==> config.mk <==
export PLATFORM = sky130hd
export DESIGN_NAME = cnt_iter_flat
export DESIGN_NICKNAME = d
export VERILOG_FILES = /design/src/rtl/cnt_iter_pkg.sv /design/src/rtl/cnt_iter_if.sv /design/src/rtl/cnt_iter_chunk.sv /design/src/rtl/cnt_iter.sv /design/src/flat_wrapper.sv
export SDC_FILE = /design/constraint.sdc
export NUM_CORES = 1
export LEC_CHECK = 0
export ABC_AREA = 0
export CORE_ASPECT_RATIO = 1.75
export CORE_UTILIZATION = 35
export CTS_CLUSTER_SIZE = 28
export DETAILED_ROUTE_END_ITERATION = 7
export PLACE_DENSITY_LB_ADDON = 0.3
export SYNTH_ARGS = -nofsm -noshare
export SYNTH_HDL_FRONTEND = slang
export SYNTH_SLANG_ARGS = --single-unit
==> constraint.sdc <==
create_clock -name clk -period 5.4 [get_ports clk]
set_clock_uncertainty 0.15 [all_clocks]
set_input_delay 0.54 -clock clk [delete_from_list [all_inputs] [get_ports clk]]
set_output_delay 0.54 -clock clk [all_outputs]
set_load 0.01 [all_outputs]
==> src/rtl/cnt_iter_pkg.sv <==
// Shared definitions for the iterative bit-count engine: operation encodings and FSM states.
package cnt_iter_pkg;

  localparam logic [1:0] CNT_CLZ  = 2'b00;
  localparam logic [1:0] CNT_CTZ  = 2'b01;
  localparam logic [1:0] CNT_CPOP = 2'b10;

  typedef enum logic [1:0] {
    IDLE = 2'd0,
    RUN  = 2'd1,
    DONE = 2'd2
  } cnt_state_t;

endpackage

==> src/rtl/cnt_iter_if.sv <==
// Request/response bundle between operand select, the count engine and the result mux.
interface cnt_iter_if #(
  parameter int WIDTH = 32
);
  logic             Start;
  logic             Flush;
  logic [1:0]       Op;
  logic             W64;
  logic [WIDTH-1:0] A;
  logic             Busy;
  logic             Done;
  logic [WIDTH-1:0] CntResult;

  modport master (
    output Start, Flush, Op, W64, A,
    input  Busy, Done, CntResult
  );

  modport slave (
    input  Start, Flush, Op, W64, A,
    output Busy, Done, CntResult
  );
endinterface

==> src/rtl/cnt_iter_chunk.sv <==
// Combinational per-chunk counter: all-zero flag, leading-zero count and population count.
module cnt_chunk #(
  parameter int CHUNK = 8
) (
  input  logic [CHUNK-1:0]         i_chunk,
  output logic                     o_zero,
  output logic [$clog2(CHUNK):0]   o_lzc,
  output logic [$clog2(CHUNK):0]   o_pop
);
  localparam int LW = $clog2(CHUNK) + 1;

  assign o_zero = ~|i_chunk;

  // Scanning upward lets the highest set bit overwrite the leading-zero count last.
  always_comb begin
    o_pop = '0;
    o_lzc = LW'(CHUNK);
    for (int i = 0; i < CHUNK; i++) begin
      o_pop = o_pop + LW'(i_chunk[i]);
      if (i_chunk[i]) begin
        o_lzc = LW'(CHUNK - 1 - i);
      end
    end
  end

endmodule

==> src/rtl/cnt_iter.sv <==
// Multi-cycle clz/ctz/cpop engine: examines CHUNK bits per cycle from the top of a shift register.
module cnt_iter
  import cnt_iter_pkg::*;
#(
  parameter int WIDTH = 32,
  parameter int CHUNK = 8
) (
  input  logic      clk,
  input  logic      reset,
  cnt_iter_if.slave bus
);
  localparam int CW = $clog2(WIDTH) + 1;
  localparam int LW = $clog2(CHUNK) + 1;
  localparam int RW = $clog2(WIDTH / CHUNK) + 1;

  cnt_state_t       r_state;
  logic [WIDTH-1:0] r_S;
  logic [WIDTH-1:0] r_result;
  logic [CW-1:0]    r_C;
  logic [RW-1:0]    r_R;
  logic             r_found;
  logic             r_isCpop;
  logic             r_busy;
  logic             r_done;

  logic [CHUNK-1:0] w_K;
  logic             w_zero;
  logic [LW-1:0]    w_lzc;
  logic [LW-1:0]    w_pop;
  logic [CW-1:0]    w_add;
  logic [CW-1:0]    w_cNext;
  logic [WIDTH-1:0] w_sNext;
  logic [WIDTH-1:0] w_revFull;
  logic [WIDTH-1:0] w_loadFull;
  logic [WIDTH-1:0] w_loadWord;
  logic [WIDTH-1:0] w_load;
  logic [31:0]      w_loRev;
  logic [31:0]      w_loSel;
  logic [RW-1:0]    w_rNext;
  logic [RW-1:0]    w_rLoad;
  logic             w_isCtz;
  logic             w_useWord;
  logic             w_foundNow;
  logic             w_finish;

  always_comb begin
    w_revFull = '0;
    for (int i = 0; i < WIDTH; i++) begin
      w_revFull[i] = bus.A[WIDTH-1-i];
    end
    w_loRev = '0;
    for (int i = 0; i < 32; i++) begin
      w_loRev[i] = bus.A[31-i];
    end
  end

  // Word ops left-justify the low 32 bits so the scan always starts at the MSB.
  assign w_isCtz    = (bus.Op == CNT_CTZ);
  assign w_useWord  = (WIDTH == 64) ? bus.W64 : 1'b0;
  assign w_loadFull = w_isCtz ? w_revFull : bus.A;
  assign w_loSel    = w_isCtz ? w_loRev : bus.A[31:0];
  assign w_loadWord = WIDTH'(w_loSel) << (WIDTH - 32);
  assign w_load     = w_useWord ? w_loadWord : w_loadFull;
  assign w_rLoad    = w_useWord ? RW'(32 / CHUNK) : RW'(WIDTH / CHUNK);

  assign w_K = r_S[WIDTH-1 -: CHUNK];

  cnt_chunk #(
    .CHUNK (CHUNK)
  ) u_chunk (
    .i_chunk (w_K),
    .o_zero  (w_zero),
    .o_lzc   (w_lzc),
    .o_pop   (w_pop)
  );

  assign w_add      = r_isCpop ? CW'(w_pop) : (w_zero ? CW'(CHUNK) : CW'(w_lzc));
  assign w_cNext    = r_C + w_add;
  assign w_sNext    = r_S << CHUNK;
  assign w_rNext    = r_R - 1'b1;
  assign w_foundNow = !r_isCpop && !w_zero;

  // cpop can stop as soon as no set bits remain below the examined chunk.
  assign w_finish = (!r_isCpop && (w_foundNow || r_found)) ||
                    (r_isCpop && (w_sNext == '0)) ||
                    (w_rNext == '0);

  always_ff @(posedge clk) begin
    if (!reset) begin
      r_state  <= IDLE;
      r_S      <= '0;
      r_result <= '0;
      r_C      <= '0;
      r_R      <= '0;
      r_found  <= 1'b0;
      r_isCpop <= 1'b0;
      r_busy   <= 1'b0;
      r_done   <= 1'b0;
    end else if (bus.Flush) begin
      r_state <= IDLE;
      r_busy  <= 1'b0;
      r_done  <= 1'b0;
    end else begin
      case (r_state)
        IDLE, DONE: begin
          r_done <= 1'b0;
          if (bus.Start) begin
            r_state  <= RUN;
            r_busy   <= 1'b1;
            r_S      <= w_load;
            r_C      <= '0;
            r_R      <= w_rLoad;
            r_found  <= 1'b0;
            r_isCpop <= bus.Op[1];
          end else begin
            r_state <= IDLE;
          end
        end
        RUN: begin
          r_S     <= w_sNext;
          r_R     <= w_rNext;
          r_C     <= w_cNext;
          r_found <= r_found | w_foundNow;
          if (w_finish) begin
            r_state  <= DONE;
            r_busy   <= 1'b0;
            r_done   <= 1'b1;
            r_result <= WIDTH'(w_cNext);
          end
        end
        default: begin
          r_state <= IDLE;
          r_busy  <= 1'b0;
          r_done  <= 1'b0;
        end
      endcase
    end
  end

  assign bus.Busy      = r_busy;
  assign bus.Done      = r_done;
  assign bus.CntResult = r_result;

endmodule

==> src/flat_wrapper.sv <==
// flat-port wrapper written by rule: the top's interface ports become plain ports
module cnt_iter_flat import cnt_iter_pkg::*;
#(
  parameter int WIDTH = 32,
  parameter int CHUNK = 8
)
  (clk, reset, bus_Start, bus_Flush, bus_Op, bus_W64, bus_A, bus_Busy, bus_Done, bus_CntResult);
  cnt_iter_if #(.WIDTH(WIDTH)) bus_i ();
  input  logic clk;
  input  logic reset;
  input wire logic [$bits(bus_i.Start)-1:0] bus_Start;
  input wire logic [$bits(bus_i.Flush)-1:0] bus_Flush;
  input wire logic [$bits(bus_i.Op)-1:0] bus_Op;
  input wire logic [$bits(bus_i.W64)-1:0] bus_W64;
  input wire logic [$bits(bus_i.A)-1:0] bus_A;
  output wire logic [$bits(bus_i.Busy)-1:0] bus_Busy;
  output wire logic [$bits(bus_i.Done)-1:0] bus_Done;
  output wire logic [$bits(bus_i.CntResult)-1:0] bus_CntResult;
  assign bus_i.Start = bus_Start;
  assign bus_i.Flush = bus_Flush;
  assign bus_i.Op = bus_Op;
  assign bus_i.W64 = bus_W64;
  assign bus_i.A = bus_A;
  assign bus_Busy = bus_i.Busy;
  assign bus_Done = bus_i.Done;
  assign bus_CntResult = bus_i.CntResult;
  cnt_iter #(.WIDTH(WIDTH), .CHUNK(CHUNK)) u_core (.clk(clk), .reset(reset), .bus(bus_i));
endmodule
==> flow_metrics.env, run 1 <==
export IMPL_critPathMaxFanout=4
export IMPL_final_cell_mix="91 x nand2_1, 82 x a21oi_1, 53 x dfxtp_1, 47 x nor2_1, 45 x clkdlybuf4s50_1"
export IMPL_period_minus_slack_ns=4.46
export IMPL_fin_tns_setup_ns=0
export IMPL_ant_nets=0
export IMPL_crit_type="reg -> reg"
export IMPL_grt_use_total=0.173
export IMPL_max_freq_ghz=0.224
export IMPL_vias=2870
export IMPL_power_per_cell_area_nw_per_um2=267
export IMPL_synth_cell_type_count=46
export IMPL_die_y_um=128
export IMPL_wire_per_inst_um=13.2
export IMPL_cts_buffers=5
export IMPL_fp_coreArea_um2=8780
export IMPL_crit_top_cell="fa_1"
export IMPL_syn_area_um2=3190
export IMPL_setup_slack_ns=0.938
export IMPL_syn_inst=435
export IMPL_cp_end_kind="flop"
export IMPL_critical_path_top_delay_family="adder cells"
export IMPL_cts_tree="built"
export IMPL_max_slew_margin_rel=0.226
export IMPL_place_congestion=0.930
export IMPL_max_vdd_ir_drop_uv=204
export IMPL_yosysWarnings=0
export IMPL_drive_gt1_frac=0.0412
export IMPL_tightest_slew_ns=1.16
export IMPL_grt_overflow_total=0
export IMPL_status="complete, no violations"
export IMPL_clock_sinks=53
export IMPL_postSynth_asyncResetShare=0
export IMPL_fp_dieW_um=74.2
export IMPL_n_antenna_cell=0
export IMPL_clock_path_buffers=2
export IMPL_fin_nets=515
export IMPL_clk_root_buffer_cell="clkbuf_16"
export IMPL_antenna_found_initial=0
export IMPL_seq_area_frac_synth=0.332
export IMPL_maxCapViolations=0
export IMPL_syn_area_per_cell_um2=7.34
export IMPL_crit_path_max_incr_delay_ns=0.54
export IMPL_worst_path_buf_inv=4
export IMPL_drc=0
export IMPL_critical_path_cell_chain="fa_1 -> inv_1 -> fa_1 -> fa_1 -> inv_1 -> ha_1 -> inv_1 -> fa_1 -> nand2b_1 -> o41ai_1 -> inv_1 -> fa_1 -> nor2b_1 -> o21a_1 -> o21ai_0 -> a32oi_1 -> nor2_1"
export IMPL_ios=73
export IMPL_clk_latency_ns=0.29
export IMPL_final_common_cell="nand2_1"
export IMPL_clk_pin_slew_ns=0.07
export IMPL_cp_data_arrival_time_ns=4.48
export IMPL_grt_pass1_wl_um=12500
export IMPL_cts_max_level=2
export IMPL_timing_final_crit_share=0.826
export IMPL_vias_per_cell=4.97
export IMPL_start_kind="flop"
export IMPL_setup_viol=0
export IMPL_synth_edff_count=0
export IMPL_rows=45
export IMPL_post_cts_buffers=0
export IMPL_dp_slack_ns=0.911
export IMPL_drt_iter0_markers=151
export IMPL_leakage_nw=1.50
export IMPL_start_util=0.363
export IMPL_grt_max_degree=51
export IMPL_critPathSlowestCell="fa_1"
export IMPL_die_area_um2=9520
export IMPL_grt_pass1_vias=2636
export IMPL_final_hold_viol_count=0
export IMPL_dr_pass1_iters=5
export IMPL_rsz0062_at_grt="no"
export IMPL_area_growth_syn_to_layout_pct=17.4
export IMPL_ys_flop_type="dfxtp_1"
export IMPL_hpwlAfterDp_um=5520
export IMPL_postCtsHoldBufs=0
export IMPL_hold_path_class="reg -> reg"
export IMPL_ctsResizeCount=0
export IMPL_drv_slew=0
export IMPL_synth_seq_cells=53
export IMPL_portBuffers=45
export IMPL_wl_um=7630
export IMPL_cp_required_ns=5.42
layer usage:
layer / up-vias / track usage / wire length (um)
met5: - / 0 / 0
met4: 0 / 0.104 / 374
met3: 17 / 0.0243 / 273
met2: 93 / 0.310 / 4070
met1: 1303 / 0.187 / 2910
li1: 1457 / - / -
metrics by stage:
step                instance area (um2)  power, mW  utilization  cells  hold WS (ns)
finish                             3750       1.00        0.427    578         0.308
global placement                   3580      0.632        0.407    570         0.297
CTS                                3750       1.01        0.427    578         0.313
detailed placement                 3580      0.637        0.407    570         0.302
floorplan                          3290      0.584            -    460         0.295
global route                       3750       1.05        0.427    578         0.345
registers in the layout (all words and copies together) (netlist names):
| register | flops |
|---|---|
| u_core.r_C | 6 |
| u_core.r_R | 3 |
| u_core.bus.Done | 1 |
| u_core.bus.CntResult | 6 |
| u_core.r_isCpop | 1 |
| u_core.r_S | 32 |
| u_core.r_state | 2 |
| u_core.r_found | 1 |
| u_core.bus.Busy | 1 |
worst min-delay path: cells and delay by family, from the launching register on:
kind | cells | cell delay, ns
AND/OR/NAND/NOR | 1 | 0.05
flip-flops | 1 | 0.31
multiplexers | 1 | 0.05
path summary, 6_finish.rpt:
| check | to | from | slack [ns] | depth (start not counted) |
|---|---|---|---|---|
| setup / recovery | u_core.r_C[4] | u_core.r_S[24] | 0.94 | 17 |
| hold / removal | u_core.bus.CntResult[0] | u_core.bus.CntResult[0] | 0.31 | 2 |
| setup reg to reg | u_core.r_C[4] | u_core.r_S[24] | 0.94 | 17 |
| hold reg to reg | u_core.bus.CntResult[0] | u_core.bus.CntResult[0] | 0.31 | 2 |
cell families after synthesis:
kind of cell | Yosys count | share of synthesized area
other cells | 1 | 0.00117
fa+ha+maj | 16 | 0.0745
compound gates | 110 | 0.203
flops | 53 | 0.332
buf+inv | 73 | 0.124
mux | 5 | 0.0157
simple gates | 172 | 0.236
xor+xnor | 5 | 0.0137
synth_stat cells (2+ instances only):
| master | count | area (um2) |
|---|---|---|
| nor3_1 | 6 | 30.0 |
| clkbuf_1 | 23 | 86.3 |
| o41ai_1 | 2 | 17.5 |
| nor4_1 | 4 | 25.0 |
| o21ai_0 | 4 | 20.0 |
| ha_1 | 11 | 138 |
| nand3_1 | 2 | 10.0 |
| a311oi_1 | 11 | 96.3 |
| a22oi_1 | 2 | 15.0 |
| fa_1 | 5 | 100 |
| nor2_1 | 47 | 176 |
| nand2b_1 | 4 | 25.0 |
| or3b_1 | 2 | 17.5 |
| and3_1 | 3 | 18.8 |
| mux2i_1 | 5 | 50.1 |
| inv_1 | 19 | 71.3 |
| a21oi_1 | 82 | 410 |
| nor2b_1 | 2 | 12.5 |
| xnor2_1 | 5 | 43.8 |
| buf_6 | 3 | 33.8 |
| dfxtp_1 | 53 | 1060 |
| nand2_1 | 91 | 342 |
| buf_4 | 26 | 195 |
final cells by class:
cell class              instances  area (um2)
well taps                     117         146
clock buffers                   7         143
multi-input cells             334        1830
repair buffers                 47         465
fillers                       907        5030
inverters                      19        71.3
clock inverters                 1        30.0
flip-flops and latches         53        1060
power breakdown:
group | switching (mW) | leakage (nW) | internal [mW]
clock network | 0.143 | 0.0841 | 0.232
logic | 0.116 | 0.987 | 0.0863
registers | 0.0177 | 0.431 | 0.408
total | 0.276 | 1.50 | 0.726
(Power assumes the default switching activity.)
==> run 2, diff against run 1 <==
==> constraint.sdc (replaced) <==
create_clock -name clk -period 4.3 [get_ports clk]
set_clock_uncertainty 0.15 [all_clocks]
set_input_delay 0.43 -clock clk [delete_from_list [all_inputs] [get_ports clk]]
set_output_delay 0.43 -clock clk [all_outputs]
set_load 0.01 [all_outputs]
==> run 2 against run 1 <==
Net effect: core utilization up 0.98 points; final cell count up 1.2%; sequential share of layout area down 0.60 points; critical path depth down 2; clock-buffer cell count down 1; total power up 20%; clock power up 5%; sequential power up 26%; global-route usage up 0.46 points; die area unchanged; fmax up 4.3%; critical path type unchanged; critical endpoint is now u_core.bus.CntResult[5]; largest power group unchanged.
==> flow_metrics.env, run 2 (synthesis results as in run 1) <==
export IMPL_status="complete, no violations"
export IMPL_drive_gt1_frac=0.0769
export IMPL_grt_pass1_vias=2772
export IMPL_critPathMaxFanout=3
export IMPL_sw_frac_of_total=0.295
export IMPL_max_vdd_ir_drop_uv=202
export IMPL_pwr_share_seq=0.445
export IMPL_ant_nets=0
export IMPL_max_slew_margin_rel=0.232
export IMPL_clk_latency_ns=0.29
export IMPL_hold_path_class="reg -> reg"
export IMPL_stdcell_count=585
export IMPL_leakage_nw=1.55
export IMPL_power_per_cell_area_nw_per_um2=314
export IMPL_final_cell_mix="91 x nand2_1, 81 x a21oi_1, 52 x dfxtp_1, 47 x nor2_1, 45 x clkdlybuf4s50_1"
export IMPL_power_total_mw=1.20
export IMPL_vias_per_cell=5.02
export IMPL_n_antenna_cell=0
export IMPL_power_share_clock=0.327
export IMPL_rows=45
export IMPL_fp_coreArea_um2=8780
export IMPL_ios=73
export IMPL_tightest_slew_ns=1.15
export IMPL_wire_per_inst_um=13.6
export IMPL_drc=0
export IMPL_dp_cells=575
export IMPL_worstReg2RegStart="u_core.r_S[24]"
export IMPL_rsz0062_at_grt="yes"
export IMPL_clock_sinks=53
export IMPL_cp_data_arrival_time_ns=4.33
export IMPL_start_kind="flop"
export IMPL_grt_overflow_total=0
export IMPL_whs_endpoint="u_core.bus.CntResult[3]"
export IMPL_vias=2935
export IMPL_start_util=0.363
export IMPL_fin_tns_setup_ns=0
export IMPL_ff2ff_setup_slack_ns=0.02
export IMPL_intPower_mw=0.849
export IMPL_largest_reg_flops=32
export IMPL_portBuffers=45
export IMPL_wl_um=7930
export IMPL_place_congestion=0.874
export IMPL_max_freq_ghz=0.234
export IMPL_p_sw_mw=0.355
export IMPL_cts_tree="built"
export IMPL_drt_iter0_markers=95
export IMPL_fin_nets=522
export IMPL_clock_path_buffers=2
export IMPL_regMostFlops="u_core.r_S"
export IMPL_crit_type="reg -> reg"
export IMPL_cts_max_level=2
export IMPL_cts_buffers=5
export IMPL_area_growth_syn_to_layout_pct=20.1
export IMPL_period_minus_slack_ns=4.28
export IMPL_hold_start="u_core.bus.CntResult[3]"
export IMPL_combPwrFrac=0.229
export IMPL_ff2ff_path_depth=15
export IMPL_maxCapViolations=0
export IMPL_final_hold_viol_count=0
export IMPL_cp_end_kind="flop"
export IMPL_antenna_found_initial=0
export IMPL_die_area_um2=9520
export IMPL_grt_max_degree=51
export IMPL_grt_pass1_wl_um=12900
export IMPL_setup_viol=0
export IMPL_timing_final_crit_share=0.995
export IMPL_dr_pass1_iters=4
export IMPL_drv_slew=0
export IMPL_fp_dieW_um=74.2
export IMPL_r2r_end="u_core.bus.CntResult[5]"
export IMPL_clk_pin_slew_ns=0.07
export IMPL_hpwlAfterDp_um=5720
export IMPL_final_common_cell="nand2_1"
export IMPL_clk_root_buffer_cell="clkbuf_16"
export IMPL_die_y_um=128
export IMPL_whs_path_depth=2
export IMPL_cp_required_ns=4.35
export IMPL_grt_use_total=0.178
[run 2: changes by cell type in the layout (fill, tap and decap cells not counted), sizes merged]
cell / previous run / this run
buf: 2 / 9
clkinv: 1 / 3
clkbuf: 7 / 6
bufinv: 1 / 0
[run 2: power groups by stage]
| stage | Sequential (mW) | Clock, mW | Combinational (mW) |
|---|---|---|---|
| floorplan | 0.539 | 0 | 0.195 |
| global placement | 0.545 | 0 | 0.254 |
| detailed placement | 0.545 | 0 | 0.260 |
| CTS | 0.535 | 0.402 | 0.270 |
| global route | 0.538 | 0.416 | 0.310 |
| finish | 0.536 | 0.393 | 0.275 |
[run 2: routing by layer]
metal  part of all wire  GRT usage  vias to the layer above
met5                  0          0                        -
met4              0.065      0.132                        0
met3              0.033     0.0251                       28
met2               0.52      0.309                       89
met1               0.38      0.189                     1345
li1                   -          -                     1473
[run 2: worst max path at each step]
stage / start / end / slack (ns) / cells past startpoint
after CTS: u_core.r_S[24] / u_core.bus.CntResult[5] / -0.005 / 15
after global placement: u_core.r_S[24] / u_core.bus.CntResult[5] / -0.06 / 15
after floorplan: u_core.r_S[24] / u_core.bus.CntResult[5] / 0.07 / 15
final: u_core.r_S[24] / u_core.bus.CntResult[5] / 0.02 / 15
after detailed placement: u_core.r_S[24] / u_core.r_C[4] / -0.16 / 17
after global routing: u_core.r_S[24] / u_core.bus.CntResult[5] / -0.16 / 15
[run 2: cell type report]
class,count,area [um2]
multi-input cells,334,1900
fillers,955,4950
flip-flops and latches,53,1060
inverters,19,71.3
clock inverters,2,10.0
repair buffers,54,518
well taps,117,146
clock buffers,6,129
[run 2: metrics by stage]
stage          area, um2  utilization  worst slack, ns  hold slack (ns)
4_1_cts             3800        0.433         -0.00494            0.314
6_report            3830        0.437           0.0233            0.307
3_5_place_dp        3610        0.411           -0.156            0.304
2_1_floorplan       3290            -           0.0722            0.295
3_3_place_gp        3610        0.411          -0.0647            0.298
5_1_grt             3830        0.437           -0.165            0.341
[run 2: repair_timing]
item                                    CTS  global route
hold buffers                              0             0
gates resized for setup                   8             5
endpoints found under the setup margin    5             7
hold endpoints to repair                  0             0
pin swaps                                 6             6
setup buffers                             2             0
[run 2: worst max-delay path: stages, from the launching register on]
cell	delay, ns
dfxtp_2	0.33
fa_1	0.52
inv_1	0.04
fa_1	0.46
fa_1	0.47
inv_1	0.07
ha_2	0.19
inv_2	0.04
fa_1	0.48
nand2b_4	0.13
o41ai_4	0.09
ha_1	0.30
a21o_1	0.17
a221o_1	0.36
xnor2_1	0.14
a311oi_1	0.24
